==> src/rtl/c17_bist.sv <==
// Exhaustive BIST driver/checker for the c17 block: walks all 32 input patterns,
// counts the responses on nx22/nx23 and reports pass/fail over a start/done handshake.
module c17_bist #(
  parameter int unsigned HOLD       = 2,
  parameter int unsigned EXP_ONES22 = 18,
  parameter int unsigned EXP_ONES23 = 18,
  parameter int unsigned EXP_BOTH   = 13
) (
  input  logic       blif_clk_net,
  input  logic       blif_reset_net,
  input  logic       start,
  input  logic       nx22,
  input  logic       nx23,
  output logic       nx1,
  output logic       nx2,
  output logic       nx3,
  output logic       nx6,
  output logic       nx7,
  output logic       busy,
  output logic       done,
  output logic       pass,
  output logic [5:0] ones22,
  output logic [5:0] ones23,
  output logic [5:0] both
);

  typedef enum logic [1:0] {S_IDLE, S_DRIVE, S_DONE} state_e;

  typedef struct packed {
    logic [5:0] o22;
    logic [5:0] o23;
    logic [5:0] both;
  } cnt_t;

  localparam logic [3:0] H_LAST = 4'(HOLD - 1);
  localparam logic [5:0] E22    = 6'(EXP_ONES22);
  localparam logic [5:0] E23    = 6'(EXP_ONES23);
  localparam logic [5:0] EBOTH  = 6'(EXP_BOTH);

  state_e     state_q, state_d;
  logic [4:0] p_q, p_d;
  logic [4:0] pins_q, pins_d;
  logic [3:0] h_q, h_d;
  cnt_t       cnt_q, cnt_d;
  logic       pass_q, pass_d;
  logic       busy_q, busy_d;
  logic       done_q, done_d;
  logic       last_hold;

  assign last_hold = (h_q == H_LAST);

  always_comb begin
    state_d = state_q;
    p_d     = p_q;
    h_d     = h_q;
    cnt_d   = cnt_q;
    pass_d  = pass_q;
    case (state_q)
      S_IDLE: begin
        if (start) begin
          state_d = S_DRIVE;
          p_d     = '0;
          h_d     = '0;
          cnt_d   = '0;
          pass_d  = 1'b0;
        end
      end
      S_DRIVE: begin
        if (last_hold) begin
          // Response sampled at the last edge of the hold window, then advance.
          cnt_d.o22  = cnt_q.o22 + {5'd0, nx22};
          cnt_d.o23  = cnt_q.o23 + {5'd0, nx23};
          cnt_d.both = cnt_q.both + {5'd0, nx22 & nx23};
          p_d        = p_q + 5'd1;
          h_d        = '0;
          if (p_q == 5'd31) begin
            state_d = S_DONE;
            pass_d  = (cnt_d.o22 == E22) && (cnt_d.o23 == E23) && (cnt_d.both == EBOTH);
          end
        end else begin
          h_d = h_q + 4'd1;
        end
      end
      S_DONE:  state_d = S_IDLE;
      default: state_d = S_IDLE;
    endcase
    // Output flops are loaded from next-state so pins/flags are fully registered.
    busy_d = (state_d == S_DRIVE);
    done_d = (state_d == S_DONE);
    pins_d = busy_d ? p_d : 5'd0;
  end

  always_ff @(posedge blif_clk_net or posedge blif_reset_net) begin
    if (blif_reset_net) begin
      state_q <= S_IDLE;
      p_q     <= '0;
      h_q     <= '0;
      cnt_q   <= '0;
      pass_q  <= 1'b0;
      busy_q  <= 1'b0;
      done_q  <= 1'b0;
      pins_q  <= '0;
    end else begin
      state_q <= state_d;
      p_q     <= p_d;
      h_q     <= h_d;
      cnt_q   <= cnt_d;
      pass_q  <= pass_d;
      busy_q  <= busy_d;
      done_q  <= done_d;
      pins_q  <= pins_d;
    end
  end

  assign nx1    = pins_q[0];
  assign nx2    = pins_q[1];
  assign nx3    = pins_q[2];
  assign nx6    = pins_q[3];
  assign nx7    = pins_q[4];
  assign busy   = busy_q;
  assign done   = done_q;
  assign pass   = pass_q;
  assign ones22 = cnt_q.o22;
  assign ones23 = cnt_q.o23;
  assign both   = cnt_q.both;

endmodule

==> config.mk <==
export PLATFORM = sky130hd
export DESIGN_NAME = c17_bist
export DESIGN_NICKNAME = d
export VERILOG_FILES = /design/src/rtl/c17_bist.sv
export SDC_FILE = /design/constraint.sdc
export NUM_CORES = 1
export LEC_CHECK = 0
export CAP_MARGIN = 20
export CORE_MARGIN = 4
export CORE_UTILIZATION = 41
export CTS_CLUSTER_SIZE = 8
export DETAILED_ROUTE_END_ITERATION = 10
export HOLD_SLACK_MARGIN = 0.06
export PLACE_DENSITY_LB_ADDON = 0.05
export SKIP_LAST_GASP = 1
export SYNTH_ARGS = -nofsm -noshare
export SYNTH_HDL_FRONTEND = slang
export SYNTH_SLANG_ARGS = --single-unit
==> constraint.sdc <==
create_clock -name blif_clk_net -period 2.6 [get_ports blif_clk_net]
set_clock_uncertainty 0.2 [all_clocks]
set_input_delay 0.39 -clock blif_clk_net [delete_from_list [all_inputs] [get_ports blif_clk_net]]
set_output_delay 0.39 -clock blif_clk_net [all_outputs]
set_load 0.02 [all_outputs]
# Yosys cells after proc, flatten, opt, wreduce, memory -nomap -nowiden
# Index checks and enable logic that the tools add are counted.
op_classes:
  add_sub_neg: 5
  n_eq_ne: 11
  muxes: 18
  n_bitwise: 1
  n_reduce_logical: 7
ops:
  columns: ["cell", "count"]
  rows:
  - ["two-way mux 18 bit", 2]
  - ["one-hot mux 18 bit (2 select lines)", 1]
  - ["adder 6 x 1 -> 6 bit", 3]
  - ["two-way mux 5 bit", 3]
  - ["equality test 6 x 5 -> 1 bit, second input constant", 2]
  - ["one-hot mux 5 bit (2 select lines)", 1]
  - ["two-way mux 4 bit", 2]
  - ["one-hot mux 4 bit (2 select lines)", 1]
  - ["equality test 6 x 4 -> 1 bit, second input constant", 1]
  - ["two-way mux 2 bit", 3]
  - ["!= test 2 bit, second input constant", 3]
  - ["adder 5 x 1 -> 5 bit, second input constant", 1]
  - ["equality test 5 bit, second input constant", 1]
  - ["adder 4 x 1 -> 4 bit, second input constant", 1]
  - ["equality test 2 x 1 -> 1 bit, second input constant", 2]
  - ["equality test 4 x 1 -> 1 bit, second input constant", 1]
  - ["one-hot mux 2 bit (2 select lines)", 1]
  - ["AND reduction 4 bit", 1]
  - ["two-way mux 1 bit", 3]
  - ["AND reduction 3 bit", 1]
  - ["equality test 2 bit, second input constant", 1]
  - ["logical AND 1 bit", 2]
  - ["zero test 2 bit", 1]
  - ["one-hot mux 1 bit (2 select lines)", 1]
  - ["other kinds (3)", 3]
totals:
  ff_bits: 37
  output_inout_bits: 26
  wordCells: 52

# Longest topological paths before layout
# Gate-level depths: netlist of run 1.
depth:
  word_depth: 7
  mapped_depth: 9
  depth_no_buf: 7

# Least setup slack after synthesis of run 1
# No wires, ideal clock.
synth_path:
  path_type: "reg2reg"
  start: "register cnt_q, in the netlist ones23[0]"
  end: "register pass_q, in the netlist pass"
  setup_time_ns: 0.104
  arrival_ns: 1.663
  slack_ns: 0.634
  stages_incl_launch_ff: 8
  path_buffers: 0
  cell_sequence: "dfrtp_1 > ha_1 > ha_1 > nand3_1 > xor2_1 > nor4_1 > nand4_1 > o41ai_2"
synth_via:
  elab_chain_len: 7
synth_lines:
  columns: ["item", "line", "text"]
  rows:
  - ["start, declared", "44", "cnt_t cnt_q, cnt_d;"]
  - ["start signal, assigned", "107", "cnt_q <= cnt_d;"]
  - ["adder 6 x 1 -> 6 bit", "72", "cnt_d.o23 = cnt_q.o23 + {5'd0, nx23};"]
  - ["equality test 6 x 5 -> 1 bit", "78", "pass_d = (cnt_d.o22 == E22) && (cnt_d.o23 == E23) && (cnt_d.both == EBOTH);"]
  - ["logical AND 1 bit (2 in a row)", "78", null]
  - ["two-way mux 1 bit", "76", "if (p_q == 5'd31) begin"]
  - ["two-way mux 1 bit", "69", "if (last_hold) begin"]
  - ["one-hot mux 1 bit (2 select lines)", "58", "case (state_q)"]
  - ["end signal, assigned", "108", "pass_q <= pass_d;"]
  - ["end, declared", "45", "logic pass_q, pass_d;"]
# Every way passes these cells. The select of a mux whose other input is x is not followed.
# A chain may end at the register's enable or synchronous reset.

# Worst setup path in the final report of run 1
layout_path:
  start: "input port nx23"
  end: "register pass_q, in the netlist pass"
layout_via:
  elab_chain_len: 7
  word_cells_on_any_way: 10
layout_lines:
  columns: ["item", "line", "text"]
  rows:
  - ["start, declared", "13", "input logic nx23,"]
  - ["bitwise AND 1 bit or adder 6 x 1 -> 6 bit (tied branches)", "73, 72", null]
  - ["adder 6 x 1 -> 6 bit or equality test 6 x 5 -> 1 bit (tied branches)", "73, 78", null]
  - ["equality test 6 x 4 -> 1 bit or logical AND 1 bit (tied branches)", "78", null]
  - ["logical AND 1 bit *", "78", null]
  - ["two-way mux 1 bit *", "76", null]
  - ["two-way mux 1 bit *", "69", null]
  - ["one-hot mux 1 bit (2 select lines) *", "58", null]
# Every way passes the cells marked *; elsewhere a longest branch is shown, timed or not. The select of a mux whose other input is x is not followed.

==> results of run 1 <==
[cells by family (layout without fill, tap and decap cells)]
kind of cell	after synthesis	count (layout)	share of synthesized area [%]
AND/OR/NAND/NOR	67	67	17.67
AO/OA/AOI/OAI	45	45	14.93
flip-flops	37	37	49.33
adder cells (fa/ha/maj)	11	11	7.333
XOR/XNOR	11	11	5.134
buffers and inverters	9	45	3.466
multiplexers	4	4	2.133
[power breakdown]
part	internal (µW)	switching, µW
combinational	364	415
clock	381	205
sequential	734	154
total	1480	774
[stage by stage]
| step | cell area, µm² | utilization [%] | worst slack, ps | std cells |
|---|---|---|---|---|
| floorplan | 1877 | - | 633.7 | 184 |
| global placement | 2218 | 50.60 | 141.7 | 264 |
| detailed placement | 2218 | 50.60 | 67.57 | 264 |
| CTS | 2352 | 53.65 | 377.1 | 272 |
| global route | 2352 | 53.65 | 275.8 | 272 |
| finish | 2352 | 53.65 | 394.1 | 272 |
[path summary, 6_finish.rpt]
path	from	end	slack (ps)	cells after the start
worst max-delay path	nx23	pass	390	8
worst min register to register	pass	pass	310	2
worst min-delay path	blif_reset_net	pins_q[2]	300	3
max in group asynchronous	blif_reset_net	ones22[5]	1570	3
worst max register to register	h_q[1]	pass	450	7
min in group blif_clk_net	pass	pass	310	2
[flip-flops by register name, indices dropped and copies added (netlist names)]
name,cells
busy,1
ones23,6
state_q,2
both,6
pass,1
pins_q,5
done,1
h_q,4
ones22,6
p_q,5
[per-layer routing]
layer / global-route usage (%) / routed length, µm / vias up
li1: - / - / 716
met2: 22.05 / 1610 / 32
met5: 0 / 0 / -
met4: 5.243 / 59 / 0
met1: 22.65 / 1984 / 669
met3: 4.617 / 168 / 5
[worst max-delay path: stages]
cell and delay (ps):
sky130_fd_sc_hd__clkdlybuf4s50_1 480, sky130_fd_sc_hd__ha_1 200, sky130_fd_sc_hd__ha_1 240, sky130_fd_sc_hd__nand3_1 110
sky130_fd_sc_hd__xor2_1 160, sky130_fd_sc_hd__nor4_1 270, sky130_fd_sc_hd__nand4_1 150, sky130_fd_sc_hd__o41ai_2 210
[area by class of cell]
type,instances,area [µm²],area share (%)
clock buffers,5,68.82,2.926
clock inverters,3,65.06,2.766
inverters,3,11.26,0.4787
multi-input cells,138,885.9,37.66
flip-flops and latches,37,925.9,39.36
well taps,52,65.06,2.766
repair buffers,34,330.3,14.04
[cell usage in the layout (no fill, tap or decap), types with 2 or more instances in the layout]
| cell | n |
|---|---|
| sky130_fd_sc_hd__dfrtp_1 | 37 |
| sky130_fd_sc_hd__clkdlybuf4s50_1 | 30 |
| sky130_fd_sc_hd__nand2_1 | 23 |
| sky130_fd_sc_hd__o21ai_1 | 20 |
| sky130_fd_sc_hd__nor2_1 | 12 |
| sky130_fd_sc_hd__ha_1 | 11 |
| sky130_fd_sc_hd__xor2_1 | 8 |
| sky130_fd_sc_hd__nand3_1 | 8 |
| sky130_fd_sc_hd__a22o_1 | 8 |
| sky130_fd_sc_hd__and2_1 | 7 |
| sky130_fd_sc_hd__o21ai_0 | 6 |
| sky130_fd_sc_hd__clkbuf_8 | 5 |
| sky130_fd_sc_hd__mux2i_1 | 4 |
| sky130_fd_sc_hd__and3_1 | 4 |
| sky130_fd_sc_hd__buf_4 | 4 |
| sky130_fd_sc_hd__a31oi_1 | 3 |
| sky130_fd_sc_hd__o31ai_1 | 3 |
| sky130_fd_sc_hd__inv_1 | 3 |
| sky130_fd_sc_hd__a21oi_1 | 3 |
| sky130_fd_sc_hd__xnor2_1 | 3 |
| sky130_fd_sc_hd__nor3_1 | 3 |
| sky130_fd_sc_hd__nand4_1 | 2 |
| sky130_fd_sc_hd__bufinv_16 | 2 |
==> Implementation_results.wiki, run 1 <==
{| class="wikitable"
! Metric !! Value
|-
| Status || finished clean
|-
| Worst EP arrival || 2200 ps
|-
| Leakage component of the power || 0.001066 µW
|-
| DRC errors left || 0
|-
| Detailed-route via count || 1422
|-
| Share of synthesized registers carrying an async set or reset || 100.0%
|-
| Post-layout net count || 235
|-
| Final period util || 84.84%
|-
| Syn Std Cell Area || 0.001877 mm²
|-
| Root buffer cell || sky130_fd_sc_hd__clkbuf_8
|-
| Count leader, synth || sky130_fd_sc_hd__dfrtp_1
|-
| Smallest hold slack || 301.2 ps
|-
| Most area-consuming cells after synthesis || sky130_fd_sc_hd__dfrtp_1, sky130_fd_sc_hd__ha_1, sky130_fd_sc_hd__o21ai_1, sky130_fd_sc_hd__nand2_1, sky130_fd_sc_hd__a22o_1
|-
| Area of the placeable core || 0.004384 mm²
|-
| Class of the tightest hold or removal check || input port to async pin
|-
| Critical Path Start Type || input port
|-
| Initial DRT Pass Iterations || 4
|-
| Kind of capture point of the worst setup path || flop
|-
| Number of violations reported at the end of detailed-routing iteration 0 || 77
|-
| Initial Utilization || 42.81%
|-
| Sum of internal, switching and leakage power || 2253 µW
|-
| Syn nets || 200
|-
| Total GRT Usage || 15.56%
|-
| Via count of the first global-routing pass || 1328
|-
| Peak VDD IR || 0.5423 mV
|-
| Ys flop type || sky130_fd_sc_hd__dfrtp_1
|-
| Antenna violations before repair || 0
|-
| Port Buf Inserts || 30
|-
| Hold Buf Count CTS || 0
|-
| Fraction of layout instances using a drive strength above 1 || 6.364%
|-
| TritonCTS buffer count || 5
|-
| Required arrival time at the worst endpoint || 2590 ps
|-
| Actual slew at the worst max-slew pin || 476.5 ps
|-
| Ratio of routed vias to standard cells || 5.228
|-
| RSZ-0062 raised after global routing || no
|-
| Mean area per synthesized cell || 10.20 µm²
|-
| Post-cts sizing count || 0
|-
| Fill cell instance count of the final layout || 405
|-
| # H-tree levels || 2
|-
| Number of placed I/O pins || 31
|-
| Final Wtd Congestion || 0.8240
|-
| Clock Sink Count || 37
|-
| Cells after synthesis || 184
|-
| Total Neg Setup Slack || 0 ps
|-
| HPWL Detailed || 2738 µm
|-
| Aggregate routed wire length || 3821 µm
|-
| Final count of hold timing violations || 0
|-
| Share of synthesized area occupied by flip-flops and latches || 49.33%
|-
| Overall overflow remaining after global route || 0
|-
| Count of standard-cell rows || 24
|-
| Maximum Capacitance Violations || 0
|-
| DIE WIDTH || 75.66 µm
|-
| Clk pin slew, worst setup/hold paths || 70 ps
|-
| Count of antenna-violating nets left after detailed routing || 0
|-
| Final setup fails || 0
|-
| Post-CTS setup buffers || 0
|-
| Total inserted antenna cells || 0
|-
| Fin. max-slew vios || 0
|-
| Wire length of the first global-routing pass || 6575 µm
|-
| Area share of the largest cell type after synthesis || 49.33%
|-
| Pwr/cell area || 957.6 mW/mm²
|-
| Maximum fanout along the worst path || 4
|-
| Max Freq || 453.3 MHz
|-
| Worst-Skew Late Latency || 290 ps
|-
| Die Height || 75.66 µm
|-
| Top post-synthesis cells by count || sky130_fd_sc_hd__dfrtp_1, sky130_fd_sc_hd__nand2_1, sky130_fd_sc_hd__o21ai_1, sky130_fd_sc_hd__nor2_1, sky130_fd_sc_hd__ha_1
|-
| Post-layout minimum cycle time || 2206 ps
|-
| Start-to-end type of the worst setup path || input port to flop
|-
| Maximum number of pins on one net before global-route repair || 38
|-
| Die ar. || 0.005724 mm²
|-
| Relative slew slack || 68.15%
|-
| CTS tree || done
|-
| Area growth from synthesis to layout || 25.33%
|-
| Leading area contributor after synthesis || sky130_fd_sc_hd__dfrtp_1
|-
| Number of storage elements in the synthesis netlist || 37
|-
| Number of buffers on the longest clock path || 2
|-
| Mean routed wirelength per cell || 14.05 µm
|-
| Unique cell type count in the Yosys netlist || 32
|-
| Total of warnings raised by yosys || 0
|-
| Post-synth EDFFs || 0
|}
Power figures use the tool's default switching activity.
==> inputs of run 2 (changes only) <==
clock period = 1.9 ns   (was 2.6 ns; I/O delays follow)
==> run 2 against run 1 <==
Effect of this change:
- the run now ends with negative setup slack left
- worst hold slack lost 170 ps
- sequential cell count is the same
- via count grew 8.9%
- sequential share of layout area shrank 4.9 points
- sequential power grew 40%
- clock power grew 20%
- routed wire length grew 15%
- utilization grew 7.7 points
- power grew 46%
- cell count grew 8.8%
- die area is the same
==> Implementation_results.wiki, run 2 (synthesis gave the netlist of run 1 again) <==
{| class="wikitable"
! Metric !! Value
|-
| Class of the tightest hold or removal check || input port to async pin
|-
| Smallest hold slack || 135.6 ps (-165.5 ps)
|-
| Wire length of the first global-routing pass || 7127 µm (+8.4%)
|-
| Count of antenna-violating nets left after detailed routing || 0 (unchanged)
|-
| Sw Pwr || 1199 µW (+55%)
|-
| Maximum Capacitance Violations || 0 (unchanged)
|-
| Failing checks || negative setup slack
|-
| Share of total power in sequential cells || 37.8% (-1.6 points)
|-
| Antenna violations before repair || 0 (unchanged)
|-
| Final count of hold timing violations || 0 (unchanged)
|-
| Start-to-end type of the worst setup path || flop to flop
|-
| Final period util || 103.5%
|-
| Max Freq || 508.8 MHz
|-
| Cell count after placement || 285 (+8.0%)
|-
| Total GRT Usage || 16.45% (+0.89 points)
|-
| Required arrival time at the worst endpoint || 1880 ps (-710 ps)
|-
| Overall overflow remaining after global route || 0 (unchanged)
|-
| HPWL Detailed || 3030 µm (+11%)
|-
| Share of the core filled with cells || 61.36% (+7.7 points)
|-
| Cell-internal power || 2086 µW (+41%)
|-
| Area growth from synthesis to layout || 43.33%
|-
| Initial Utilization || 42.81% (unchanged)
|-
| Critical Path Start Type || flop
|-
| Fin. max-slew vios || 0 (unchanged)
|-
| Peak VDD IR || 0.8484 mV (+56%)
|-
| Initial DRT Pass Iterations || 4 (unchanged)
|-
| GRT met3 Usage || 4.485% (-0.13 points)
|-
| Global routing usage on met1 || 24.65% (+2.0 points)
|-
| Commonest cells after routing, fill and taps aside || sky130_fd_sc_hd__dfrtp_1, sky130_fd_sc_hd__buf_4, sky130_fd_sc_hd__nand2_1, sky130_fd_sc_hd__clkdlybuf4s50_1, sky130_fd_sc_hd__o21ai_1
|-
| Detailed-route via count || 1549 (+8.9%)
|-
| TritonCTS buffer count || 5 (unchanged)
|-
| Relative slew slack || 79.46% (+11 points)
|-
| Die ar. || 0.005724 mm² (unchanged)
|-
| Maximum number of pins on one net before global-route repair || 38 (unchanged)
|-
| Switching Share || 36.51% (+2.2 points)
|-
| Number of placed I/O pins || 31 (unchanged)
|-
| Final Wtd Congestion || 0.8634 (+4.8%)
|-
| Post-layout net count || 259 (+10%)
|-
| CTS tree || done
|-
| Combinational power share || 40.8% (+6.2 points)
|-
| Final setup fails || 16 (+16)
|-
| Status || finished, violations left
|-
| Number of violations reported at the end of detailed-routing iteration 0 || 71 (-7.8%)
|-
| DRC errors left || 0 (unchanged)
|-
| Port Buf Inserts || 30 (unchanged)
|-
| Maximum fanout along the worst path || 7 (+3)
|-
| Ratio of routed vias to standard cells || 5.233 (about the same)
|-
| # H-tree levels || 2 (unchanged)
|-
| Routing layer with the top usage in global route || met1
|-
| DIE WIDTH || 75.66 µm (unchanged)
|-
| Count of standard-cell rows || 24 (unchanged)
|-
| Total inserted antenna cells || 0 (unchanged)
|-
| Die Height || 75.66 µm (unchanged)
|-
| Worst EP arrival || 1950 ps (-250 ps)
|-
| Actual slew at the worst max-slew pin || 305.8 ps (-170.7 ps)
|-
| Post-layout minimum cycle time || 1966 ps
|-
| Fraction of layout instances using a drive strength above 1 || 25.00% (+19 points)
|-
| Clock power share || 21.4% (-4.6 points)
|-
| Kind of capture point of the worst setup path || flop
|-
| Final standard cell count with taps included and fillers excluded || 296 (+8.8%)
|-
| Number of buffers on the longest clock path || 2 (unchanged)
|-
| Met2 GRT Util || 23.49% (+1.4 points)
|-
| Root buffer cell || sky130_fd_sc_hd__clkbuf_8
|-
| Hold Buf Count CTS || 0 (unchanged)
|-
| Area of the placeable core || 0.004384 mm² (unchanged)
|-
| Mean routed wirelength per cell || 14.82 µm (+5.5%)
|-
| Clk pin slew, worst setup/hold paths || 80 ps (about the same)
|-
| RSZ-0062 raised after global routing || yes
|-
| Leakage component of the power || 0.001302 µW (+22%)
|-
| Clock Sink Count || 37 (unchanged)
|-
| Aggregate routed wire length || 4388 µm (+15%)
|-
| Setup WS post-layout || -65.58 ps (-459.7 ps)
|-
| Via count of the first global-routing pass || 1471 (+11%)
|-
| Leading cell type in the layout, fill and taps excluded || sky130_fd_sc_hd__dfrtp_1
|-
| Pwr/cell area || 1221 mW/mm² (+28%)
|-
| Worst-Skew Late Latency || 290 ps (about the same)
|}
run 2: changes by cell type in the layout (fill, tap and decap cells not counted), moves of 3 or more:
cell	change
sky130_fd_sc_hd__ha_4	+3
sky130_fd_sc_hd__dlygate4sd2_1	+3
sky130_fd_sc_hd__clkdlybuf4s50_1	-9
sky130_fd_sc_hd__o21ai_2	+6
sky130_fd_sc_hd__buf_4	+18
sky130_fd_sc_hd__o21ai_1	-6
sky130_fd_sc_hd__dlymetal6s2s_1	+6
sky130_fd_sc_hd__ha_1	-6
sky130_fd_sc_hd__ha_2	+3
sky130_fd_sc_hd__buf_6	+4
run 2: power groups by stage:
stage	logic [µW]	registers (µW)	clock network, µW
floorplan	564	1350	0
global route	1480	1280	747
global placement	1200	1210	0
finish	1340	1240	703
detailed placement	1210	1220	0
CTS	1240	1220	715
run 2: layout make-up:
type / count / area, µm²
Fill cell: 370 / 1694
Multi-Input combinational cell: 138 / 1010
Sequential cell: 37 / 927.1
Timing Repair Buffer: 58 / 561.8
Clock buffer: 5 / 68.82
Tap cell: 52 / 65.06
Clock inverter: 3 / 46.29
Inverter: 3 / 11.26
run 2: timing repair:
item                                    CTS  global route
endpoints found under the setup margin   17            24
pin swaps                                 3            16
setup buffers                             0             3
cloned                                    0             0
resized for setup                        10            29
endpoints found under the hold margin     0             0
run 2: critical path: stages, from the launching register on:
cell and delay (ps):
sky130_fd_sc_hd__dfrtp_1 390, sky130_fd_sc_hd__inv_1 70, sky130_fd_sc_hd__ha_2 160, sky130_fd_sc_hd__nor3b_4 220, sky130_fd_sc_hd__mux2i_1 130, sky130_fd_sc_hd__or2_4 320, sky130_fd_sc_hd__buf_6 150, sky130_fd_sc_hd__a22o_1 230
run 2: through the flow:
| step | setup WS [ps] | power (µW) | instance area (µm²) | setup TNS (ps) |
|---|---|---|---|---|
| global route | -243.6 | 3507 | 2690 | -2523 |
| floorplan | 6.912 | 1916 | 1881 | 0 |
| CTS | -38.16 | 3178 | 2539 | -120.0 |
| finish | -65.58 | 3285 | 2690 | -594.8 |
| detailed placement | -410.1 | 2436 | 2405 | -1696 |
| global placement | -371.1 | 2412 | 2405 | -1020 |
run 2: final timing paths:
kind | startpoint | endpoint | slack [ps] | depth (start not counted)
hold reg to reg | pass | pass | 340 | 2
min in group blif_clk_net | nx23 | ones23[0] | 250 | 3
hold / removal | blif_reset_net | state_q[0] | 140 | 3
setup reg to reg | h_q[1] | ones22[0] | -70 | 7
max in group asynchronous | blif_reset_net | ones23[0] | 1160 | 3
setup / recovery | h_q[1] | ones22[0] | -70 | 7
run 2: routing by layer:
metal	vias to the layer above	routed length (µm)
met5	-	0
met4	0	15
met3	2	203
met2	37	1996
met1	739	2172
li1	771	-
